--- config.mk ---
export PLATFORM = sky130hd
export DESIGN_NAME = muldiv_unit
export DESIGN_NICKNAME = d
export VERILOG_FILES = /design/src/rtl/muldiv_unit.sv
export SDC_FILE = /design/constraint.sdc
export NUM_CORES = 1
export LEC_CHECK = 0
export CAP_MARGIN = 20
export CORE_MARGIN = 4
export CORE_UTILIZATION = 55
export CTS_BUF_LIST = sky130_fd_sc_hd__clkbuf_16
export DETAILED_ROUTE_END_ITERATION = 6
export PLACE_DENSITY = 0.88
export SLEW_MARGIN = 0
export SYNTH_ARGS = -nofsm -noshare
export SYNTH_HDL_FRONTEND = slang
export SYNTH_SLANG_ARGS = --single-unit
--- constraint.sdc ---
create_clock -name c -period 6.75 [get_ports c]
set_clock_uncertainty 0.2 [all_clocks]
set_input_delay 2.025 -clock c [delete_from_list [all_inputs] [get_ports c]]
set_output_delay 2.025 -clock c [all_outputs]
set_load 0.05 [all_outputs]
--- src/rtl/muldiv_unit.sv ---
// Iterative WIDTH-bit multiply/divide: shift-add multiply and restoring divide, one bit per cycle.
// Define MULDIV_SIGNED_EN to honour sgn (two's complement operands); otherwise all ops are unsigned.
module muldiv_unit #(
   parameter int WIDTH = 16
) (
   input  logic             c,
   input  logic             r,
   input  logic             start,
   input  logic [1:0]       op,
   input  logic             sgn,
   input  logic [WIDTH-1:0] a,
   input  logic [WIDTH-1:0] b,
   output logic             busy,
   output logic             done,
   output logic [WIDTH-1:0] result,
   output logic             div_by_zero
);

   localparam int CW = (WIDTH > 1) ? $clog2(WIDTH) : 1;
   localparam logic [CW-1:0] LAST = CW'(WIDTH - 1);

   localparam logic [1:0] S_IDLE = 2'd0;
   localparam logic [1:0] S_RUN  = 2'd1;
   localparam logic [1:0] S_DONE = 2'd2;

   localparam logic [1:0] OP_MULLO = 2'd0;
   localparam logic [1:0] OP_MULHI = 2'd1;
   localparam logic [1:0] OP_DIV   = 2'd2;

   logic [1:0]       state_q, state_d;
   logic [CW-1:0]    cnt_q, cnt_d;
   logic [1:0]       op_q, op_d;
   logic             zdiv_q, zdiv_d;
   logic [WIDTH-1:0] hi_q, hi_d;
   logic [WIDTH-1:0] lo_q, lo_d;
   logic [WIDTH-1:0] opb_q, opb_d;
   logic [WIDTH-1:0] result_q, result_d;
   logic             dbz_q, dbz_d;

   logic [WIDTH:0]     mul_sum;
   logic [WIDTH-1:0]   mul_hi, mul_lo;
   logic [WIDTH:0]     div_sh;
   logic               div_ge;
   logic [WIDTH-1:0]   div_sub, div_rem, div_quo;
   logic [2*WIDTH-1:0] prod;
   logic [WIDTH-1:0]   quo, rem, fin;
   logic [WIDTH-1:0]   a_mag, b_mag;
   logic               zero_b;

`ifdef MULDIV_SIGNED_EN
   logic negp_q, negp_d;
   logic negr_q, negr_d;
   logic a_neg, b_neg;

   always_comb begin
      a_neg = sgn & a[WIDTH-1];
      b_neg = sgn & b[WIDTH-1];
      a_mag = a_neg ? -a : a;
      b_mag = b_neg ? -b : b;
   end
`else
   logic unused_sgn;
   assign unused_sgn = sgn;

   always_comb begin
      a_mag = a;
      b_mag = b;
   end
`endif

   // {hi,lo} is the product register for multiply and {remainder,dividend/quotient} for divide.
   always_comb begin
      mul_sum = {1'b0, hi_q} + (lo_q[0] ? {1'b0, opb_q} : '0);
      mul_hi  = mul_sum[WIDTH:1];
      mul_lo  = {mul_sum[0], lo_q[WIDTH-1:1]};
      div_sh  = {hi_q, lo_q[WIDTH-1]};
      div_ge  = (div_sh >= {1'b0, opb_q});
      div_sub = div_sh[WIDTH-1:0] - opb_q;
      div_rem = div_ge ? div_sub : div_sh[WIDTH-1:0];
      div_quo = {lo_q[WIDTH-2:0], div_ge};
      prod    = {mul_hi, mul_lo};
      quo     = div_quo;
      rem     = div_rem;
`ifdef MULDIV_SIGNED_EN
      if (negp_q) begin
         prod = -prod;
         quo  = -quo;
      end
      if (negr_q) rem = -rem;
`endif
      case (op_q)
         OP_MULLO: fin = prod[WIDTH-1:0];
         OP_MULHI: fin = prod[2*WIDTH-1:WIDTH];
         OP_DIV:   fin = quo;
         default:  fin = rem;
      endcase
   end

   always_comb begin
      state_d  = state_q;
      cnt_d    = cnt_q;
      op_d     = op_q;
      zdiv_d   = zdiv_q;
      hi_d     = hi_q;
      lo_d     = lo_q;
      opb_d    = opb_q;
      result_d = result_q;
      dbz_d    = dbz_q;
`ifdef MULDIV_SIGNED_EN
      negp_d   = negp_q;
      negr_d   = negr_q;
`endif
      zero_b   = op[1] && (b == '0);

      case (state_q)
         S_RUN: begin
            cnt_d = cnt_q + 1'b1;
            if (op_q[1]) begin
               hi_d = div_rem;
               lo_d = div_quo;
            end else begin
               hi_d = mul_hi;
               lo_d = mul_lo;
            end
            // Divide-by-zero spends a single RUN cycle; hi holds a, lo holds all-ones.
            if (zdiv_q) begin
               result_d = op_q[0] ? hi_q : lo_q;
               dbz_d    = 1'b1;
               state_d  = S_DONE;
            end else if (cnt_q == LAST) begin
               result_d = fin;
               dbz_d    = 1'b0;
               state_d  = S_DONE;
            end
         end
         S_DONE:  state_d = S_IDLE;
         default: state_d = S_IDLE;
      endcase

      if (start && state_q != S_RUN) begin
         state_d = S_RUN;
         cnt_d   = '0;
         op_d    = op;
         zdiv_d  = zero_b;
         opb_d   = b_mag;
         if (zero_b) begin
            hi_d = a;
            lo_d = '1;
         end else begin
            hi_d = '0;
            lo_d = a_mag;
         end
`ifdef MULDIV_SIGNED_EN
         negp_d = a_neg ^ b_neg;
         negr_d = a_neg;
`endif
      end
   end

   always_ff @(posedge c or negedge r) begin
      if (!r) begin
         state_q  <= S_IDLE;
         cnt_q    <= '0;
         op_q     <= '0;
         zdiv_q   <= 1'b0;
         hi_q     <= '0;
         lo_q     <= '0;
         opb_q    <= '0;
         result_q <= '0;
         dbz_q    <= 1'b0;
`ifdef MULDIV_SIGNED_EN
         negp_q   <= 1'b0;
         negr_q   <= 1'b0;
`endif
      end else begin
         state_q  <= state_d;
         cnt_q    <= cnt_d;
         op_q     <= op_d;
         zdiv_q   <= zdiv_d;
         hi_q     <= hi_d;
         lo_q     <= lo_d;
         opb_q    <= opb_d;
         result_q <= result_d;
         dbz_q    <= dbz_d;
`ifdef MULDIV_SIGNED_EN
         negp_q   <= negp_d;
         negr_q   <= negr_d;
`endif
      end
   end

   assign busy        = (state_q == S_RUN);
   assign done        = (state_q == S_DONE);
   assign result      = result_q;
   assign div_by_zero = dbz_q;

endmodule

==> results.txt, run 1 <==
----------------------------------------------------
[Finish]
  Layout overhead on the synthesized area ... 15.4%
  Share of final-layout standard cells stronger than drive strength 1 ... 7.80%
  Filler cell count ... ~830
  Number of nets in the finished design ... 773
  Inserted Diodes ... 0

[Timing]
  Final Hold Vio Count ... 0
  Setup Total Neg Slack ... 0 ns
  RSZ-0062 raised after global routing ... no
  Finish-stage setup viols ... 0
  Max-slew violation count ... 0
  Final critical path time including I/O delays and setup ... roughly 4.3 ns
  Relative max-transition margin ... 28.9%
  Fmax achieved ... 233 MHz
  Transition time at the pin with the least slew margin ... 1.06 ns
  Fin crit share ... a little under two thirds

[Yosys]
  Share of synthesized registers carrying an async set or reset ... 100%
  Ys Warns ... 0
  Mean instance size in the synthesized netlist ... 8.70 um2
  Synthesis-stage register bit count ... 74
  Netlist Area Pre-Place ... 5850 um2
  Area share of the leading cell type in the synthesized netlist ... a little under a third
  Synthesized Nets ... between 700 and 800
  Distinct cells, synth ... 65
  Gate count after technology mapping ... ~670
  Number of enable flip-flop cells after synthesis ... 0
  Most common flop cell mapped by yosys ... sky130_fd_sc_hd__dfrtp_1
  Library cell with the largest summed area after synthesis ... sky130_fd_sc_hd__dfrtp_1
  Share of synthesized area occupied by flip-flops and latches ... between 30% and 40%
  Top post-synthesis cells by area ... sky130_fd_sc_hd__dfrtp_1 32%, sky130_fd_sc_hd__ha_1 7.1%, sky130_fd_sc_hd__mux2i_1 5.5%, sky130_fd_sc_hd__o21ai_0 4.6%, sky130_fd_sc_hd__mux2_2 4.0%

[Global route]
  Vias in the first global route ... 5425
  First-pass GRT wire length ... 27400 um
  Number of antenna violations at the first check in global routing ... 0
  Largest net degree at the start of global routing ... 75
  Global Route Usage Sum ... 27.1%
  Global-route congestion overflow total ... 0

[Floorplan]
  Total Die Area ... ~12000 um2
  Total number of placement rows ... 37
  Die height ... 111 um
  Ports placed on the boundary ... 57
  Starting utilization of the core area ... between 50% and 60%
  Core Footprint ... approximately 10000 um2
  Chip Width ... 111 um

[Clock network]
  Cell chosen for the clock root ... sky130_fd_sc_hd__clkbuf_16
  Clock tree from TritonCTS ... built
  Buffer levels on the longest clock path ... 2
  Clock sink count ... 74
  Number of gates given a new drive strength after cts ... 0
  Cts hold-fix bufs ... 0
  Number of buffers inserted to repair setup after CTS ... 0
  Clock buffer count from CTS ... 9
  H-Tree Depth ... 3
  CTS clock-pin slew for the worst setup and hold paths ... 0.06 ns
  Clock latency reported for the late side of the worst-skew pair ... 0.34 ns

[Critical path]
  Crit path largest cell delay ... 0.80 ns
  Top fanout value on the critical path ... 51
  Reg-to-reg slack, setup ... 2.76 ns
  Chain of cells forming the critical path ... nand2b_1 -> buf_4 -> inv_1 -> clkdlybuf4s50_1
  Library cell contributing the largest single delay on the critical path ... sky130_fd_sc_hd__clkdlybuf4s50_1
  Data arrival, critical path ... 2.06 ns
  Critical path buffers and inverters ... 3
  Critical Path Source Type ... flop
  Worst path top cell family by delay ... buffers and inverters
  Type of the worst setup path ... flop to output pin
  CP Data Required Time ... 4.53 ns
  Capturing element type of the critical path ... output pin

[Placement]
  Quantity of I/O buffers inserted on ports ... 55
  Final Wtd Congestion ... ~0.99
  Detailed Place HPWL ... 12000 um

[Routing]
  Routed metal-1 wire length ... 6770 um
  DRC viols ... 0
  Number of nets with antenna violations after routing ... 0
  Post-DR wirelength/cell ... 20.1 um
  Vias ... 5701
  Met3 wire length ... 1820 um
  Number of vias per cell ... 6.78
  Wire length reported by the detailed router ... 16900 um
  First-pass DRT Iterations ... 6
  Met2 routed WL ... 7900 um
  Highest layer used for signal routing ... met4
  Detailed router's first-iteration violation count ... 636

[Job]
  Max-cap violations ... 0

[Run status]
  Status ... completed

[Min path]
  Worst hold path class ... flop to flop

----------------------------------------------------
flip-flops by register name, indices dropped and copies added, names as in the netlist:
register     cells
cnt_q            4
div_by_zero      1
hi_q            16
lo_q            16
op_q             2
opb_q           16
result          16
state_q          2
zdiv_q           1
worst reg2reg max path: cells and delay by family, from the launching register on:
kind,cells,cell delay (ns)
AO/OA/AOI/OAI,6,2.33
AND/OR/NAND/NOR,2,0.33
adder cells (fa/ha/maj),1,0.26
XOR/XNOR,1,0.18
flip-flops,1,0.66
routing by layer:
| layer | track usage (%) | vias to the layer above |
|---|---|---|
| li1 | - | 2570 |
| met1 | 35.8 | 2703 |
| met2 | 43.9 | 381 |
| met3 | 5.62 | 47 |
| met4 | 10.3 | 0 |
| met5 | 0 | - |
area by class of cell:
cell class | count | area, um2 | area share (%)
clock inverters | 7 | 93.8 | 1.39
flip-flops and latches | 74 | 1850 | 27.5
multi-input cells | 520 | 3680 | 54.6
well taps | 136 | 170 | 2.52
clock buffers | 9 | 225 | 3.34
repair buffers | 62 | 601 | 8.90
inverters | 33 | 124 | 1.84
cells by family (layout without fill, tap and decap cells):
group,Yosys count,count (layout),synth area share (%)
AO/OA/AOI/OAI,220,220,25.0
AND/OR/NAND/NOR,182,182,15.7
multiplexers,57,57,10.6
adder cells (fa/ha/maj),35,35,7.75
flip-flops,74,74,31.7
XOR/XNOR,26,26,3.90
buffers and inverters,78,111,5.39
final timing paths:
check | end | start | cells past startpoint
max in group asynchronous | op_q[1] | r | 1
max | busy | state_q[1] | 4
min reg2reg | result[0] | result[0] | 2
min in group asynchronous | state_q[1] | r | 1
max reg2reg | result[12] | lo_q[0] | 10
min | result[0] | result[0] | 2
metrics by stage:
stage	area [um2]	utilization, %	setup slack, ns	hold WS (ns)	cells
3_5_place_dp	6430	62.3	2.28	0.299	825
6_report	6750	65.4	2.47	0.307	841
3_3_place_gp	6430	62.3	2.34	0.299	825
2_1_floorplan	5850	-	2.96	0.286	672
4_1_cts	6750	65.4	2.46	0.312	841
5_1_grt	6750	65.4	2.36	0.324	841
cell usage after synthesis, types with 7 or more instances:
master / n
sky130_fd_sc_hd__dfrtp_1: 74
sky130_fd_sc_hd__ha_1: 33
sky130_fd_sc_hd__xnor2_1: 19
sky130_fd_sc_hd__or3_1: 18
sky130_fd_sc_hd__a21o_1: 12
sky130_fd_sc_hd__mux2i_1: 32
sky130_fd_sc_hd__a221oi_1: 7
sky130_fd_sc_hd__o211ai_1: 22
sky130_fd_sc_hd__and3_1: 8
sky130_fd_sc_hd__mux2_2: 21
sky130_fd_sc_hd__and2_1: 18
sky130_fd_sc_hd__xor2_1: 7
sky130_fd_sc_hd__a21oi_1: 41
sky130_fd_sc_hd__nand3_1: 15
sky130_fd_sc_hd__nand2_1: 42
sky130_fd_sc_hd__nor3_1: 17
sky130_fd_sc_hd__o21a_1: 9
sky130_fd_sc_hd__a31oi_1: 17
sky130_fd_sc_hd__o21ai_0: 54
sky130_fd_sc_hd__inv_1: 32
sky130_fd_sc_hd__nor2_1: 42
sky130_fd_sc_hd__clkbuf_1: 39
sky130_fd_sc_hd__a211oi_1: 10
cells in the final DEF (no fill, tap or decap), drive strengths merged, types with 4 or more instances in the layout:
master         synthesis  layout
a211oi                10      10
a21o                  12      12
a21oi                 42      42
a221o                  5       5
a221oi                 7       7
a31oi                 17      17
and2                  18      18
and3                   8       8
buf                    6       8
clkbuf                39       9
clkdlybuf4s50          0      54
dfrtp                 74      74
ha                    33      33
inv                   32      34
mux2                  24      24
mux2i                 32      32
nand2                 42      42
nand3                 15      15
nand4                  4       4
nor2                  42      42
nor2b                  4       4
nor3                  19      19
nor4                   6       6
o2111ai                4       4
o211ai                22      22
o21a                   9       9
o21ai                 55      55
o31ai                  6       6
or3                   19      19
xnor2                 19      19
xor2                   7       7
Power of run 1 is left out: the tool's default activity adds up to more than one toggle a clock period on the data nets, which glitch-free logic cannot reach.
==> run 2, diff against run 1 <==
--- a/config.mk
+++ b/config.mk
@@ -7,10 +7,10 @@
 export LEC_CHECK = 0
 export CAP_MARGIN = 20
 export CORE_MARGIN = 4
-export CORE_UTILIZATION = 55
+export CORE_UTILIZATION = 53
 export CTS_BUF_LIST = sky130_fd_sc_hd__clkbuf_16
 export DETAILED_ROUTE_END_ITERATION = 6
-export PLACE_DENSITY = 0.88
+export PLACE_DENSITY = 0.89
 export SLEW_MARGIN = 0
 export SYNTH_ARGS = -nofsm -noshare
 export SYNTH_HDL_FRONTEND = slang
==> constraint.sdc (replaced) <==
create_clock -name c -period 3.46 [get_ports c]
set_clock_uncertainty 0.2 [all_clocks]
set_input_delay 1.038 -clock c [delete_from_list [all_inputs] [get_ports c]]
set_output_delay 1.038 -clock c [all_outputs]
set_load 0.05 [all_outputs]
==> results.txt, run 2 (synthesis results as in run 1) <==
----------------------------------------------------
[Run status]
  Status ... finished, violations left
  Failing checks ... design-rule violations

[Timing]
  Max-slew violation count ... 0
  Relative max-transition margin ... 37.1%
  RSZ-0062 raised after global routing ... no
  Fmax achieved ... a little over 300 MHz
  Final critical path time including I/O delays and setup ... 3.31 ns
  Fin crit share ... ~96%
  Final WS setup ... 0.151 ns
  Final Hold Vio Count ... 0
  Transition time at the pin with the least slew margin ... 0.944 ns
  Finish-stage setup viols ... 0
  Setup Total Neg Slack ... 0 ns

[Critical path]
  Type of the worst setup path ... flop to flop
  Capturing element type of the critical path ... flop
  Data arrival, critical path ... 3.34 ns
  Critical Path Source Type ... flop
  Top fanout value on the critical path ... 13
  CP Data Required Time ... 3.49 ns

[Routing]
  Detailed router's first-iteration violation count ... 668
  Routed metal-1 wire length ... 6990 um
  Highest layer used for signal routing ... met4
  Met3 wire length ... ~2000 um
  First-pass DRT Iterations ... 7
  Wire length reported by the detailed router ... 17900 um
  Post-DR wirelength/cell ... between 20 and 25 um
  Number of nets with antenna violations after routing ... 0
  DRC viols ... 10
  Number of vias per cell ... roughly 6.7
  Vias ... 5784
  Met2 routed WL ... 8350 um

[Job]
  Max-cap violations ... 0

[Finish]
  Leading cell types in the layout, fill and taps excluded ... 73 x sky130_fd_sc_hd__dfrtp_1, 53 x sky130_fd_sc_hd__clkdlybuf4s50_1, 52 x sky130_fd_sc_hd__o21ai_0
  Share of final-layout standard cells stronger than drive strength 1 ... 10.6%
  Most frequent standard cell in the layout excluding fill and tap cells ... sky130_fd_sc_hd__dfrtp_1
  Layout overhead on the synthesized area ... 18.7%
  Area of combinational cells with multiple inputs ... 3690 um2
  Filler cell count ... 870
  Inserted Diodes ... 0
  Sequential cell area ... 1850 um2
  Number of nets in the finished design ... 793

[Clock network]
  Number of buffers inserted to repair setup after CTS ... 0
  Clock sink count ... 74
  Clock tree from TritonCTS ... built
  CTS clock-pin slew for the worst setup and hold paths ... 0.06 ns
  H-Tree Depth ... 3
  Buffer levels on the longest clock path ... 2
  Clock buffer count from CTS ... 9
  Cts hold-fix bufs ... 0
  Cell chosen for the clock root ... sky130_fd_sc_hd__clkbuf_16
  Clock latency reported for the late side of the worst-skew pair ... approximately 0.35 ns

[Floorplan]
  Die height ... roughly 110 um
  Total number of placement rows ... 38
  Total Die Area ... about 13000 um2
  Starting utilization of the core area ... between 50 and 60%
  Ports placed on the boundary ... 57
  Chip Width ... 113 um
  Core Footprint ... approximately 11000 um2

[Placement]
  Detailed Place HPWL ... around 13000 um
  Quantity of I/O buffers inserted on ports ... 55
  Final Wtd Congestion ... 0.932
  Worst setup slack after placement ... 0.0560 ns

[Min path]
  Worst hold path class ... flop to flop

[Global route]
  First-pass GRT wire length ... 28900 um
  Global-route congestion overflow total ... 0
  Vias in the first global route ... 5694
  Largest net degree at the start of global routing ... 75
  Global Route Usage Sum ... 28.5%
  Number of antenna violations at the first check in global routing ... 0

----------------------------------------------------
-- run 2: cell types whose count changed in the layout (fill, tap and decap cells not counted), moves of 2 or more --
cell	delta
sky130_fd_sc_hd__a2111oi_0	-2
sky130_fd_sc_hd__buf_4	+20
sky130_fd_sc_hd__o21ai_0	-2
sky130_fd_sc_hd__o21ai_1	+2
-- run 2: per-stage QoR --
stage                     hold WS (ns)  instances  utilization, %  cell area [um2]
after floorplan                  0.286        672               -             5850
after global placement           0.290        849            60.8             6590
after detailed placement         0.317        849            60.8             6590
after CTS                        0.328        864            63.9             6930
after global routing             0.352        864            64.0             6940
final                            0.320        864            64.0             6940
-- run 2: worst paths after layout --
| check | cells past startpoint | slack (ns) | to | from |
|---|---|---|---|---|
| worst min register to register | 2 | 0.32 | div_by_zero | div_by_zero |
| min in group asynchronous | 1 | 0.63 | result[3] | r |
| max in group asynchronous | 1 | 1.77 | op_q[1] | r |
| worst min-delay path | 2 | 0.32 | div_by_zero | div_by_zero |
| worst max-delay path | 12 | 0.15 | result[14] | lo_q[0] |
| worst max register to register | 12 | 0.15 | result[14] | lo_q[0] |
-- run 2: layer usage --
layer  up-vias  track usage, %
li1       2602               -
met3        55            6.58
met4         0            11.1
met1      2737            36.7
met2       390            46.6
met5         -               0
-- run 2: area by class of cell --
| type | instances | area share (%) |
|---|---|---|
| Clock buffer | 9 | 3.25 |
| Clock inverter | 6 | 1.53 |
| Inverter | 33 | 1.79 |
| Multi-Input combinational cell | 520 | 53.2 |
| Sequential cell | 74 | 26.7 |
| Tap cell | 140 | 2.52 |
| Timing Repair Buffer | 82 | 11.0 |
-- run 2: critical path: stages (launching register included) --
cell and delay [ns]:
sky130_fd_sc_hd__dfrtp_1 0.45, sky130_fd_sc_hd__buf_4 0.20, sky130_fd_sc_hd__and2_1 0.14, sky130_fd_sc_hd__ha_1 0.23, sky130_fd_sc_hd__a211oi_2 0.28, sky130_fd_sc_hd__o21ai_1 0.19, sky130_fd_sc_hd__a2111oi_2 0.43, sky130_fd_sc_hd__buf_4 0.19
sky130_fd_sc_hd__o31ai_1 0.07, sky130_fd_sc_hd__a31oi_1 0.21, sky130_fd_sc_hd__xor2_1 0.22, sky130_fd_sc_hd__o221ai_1 0.15, sky130_fd_sc_hd__o21a_1 0.23
-- run 2: repair_timing --
| item | in CTS | in global routing |
|---|---|---|
| endpoints found under the setup margin | 2 | 5 |
| gates resized for setup | 1 | 5 |
| pin swaps | 0 | 0 |
Power of run 2 is left out for the same reason.
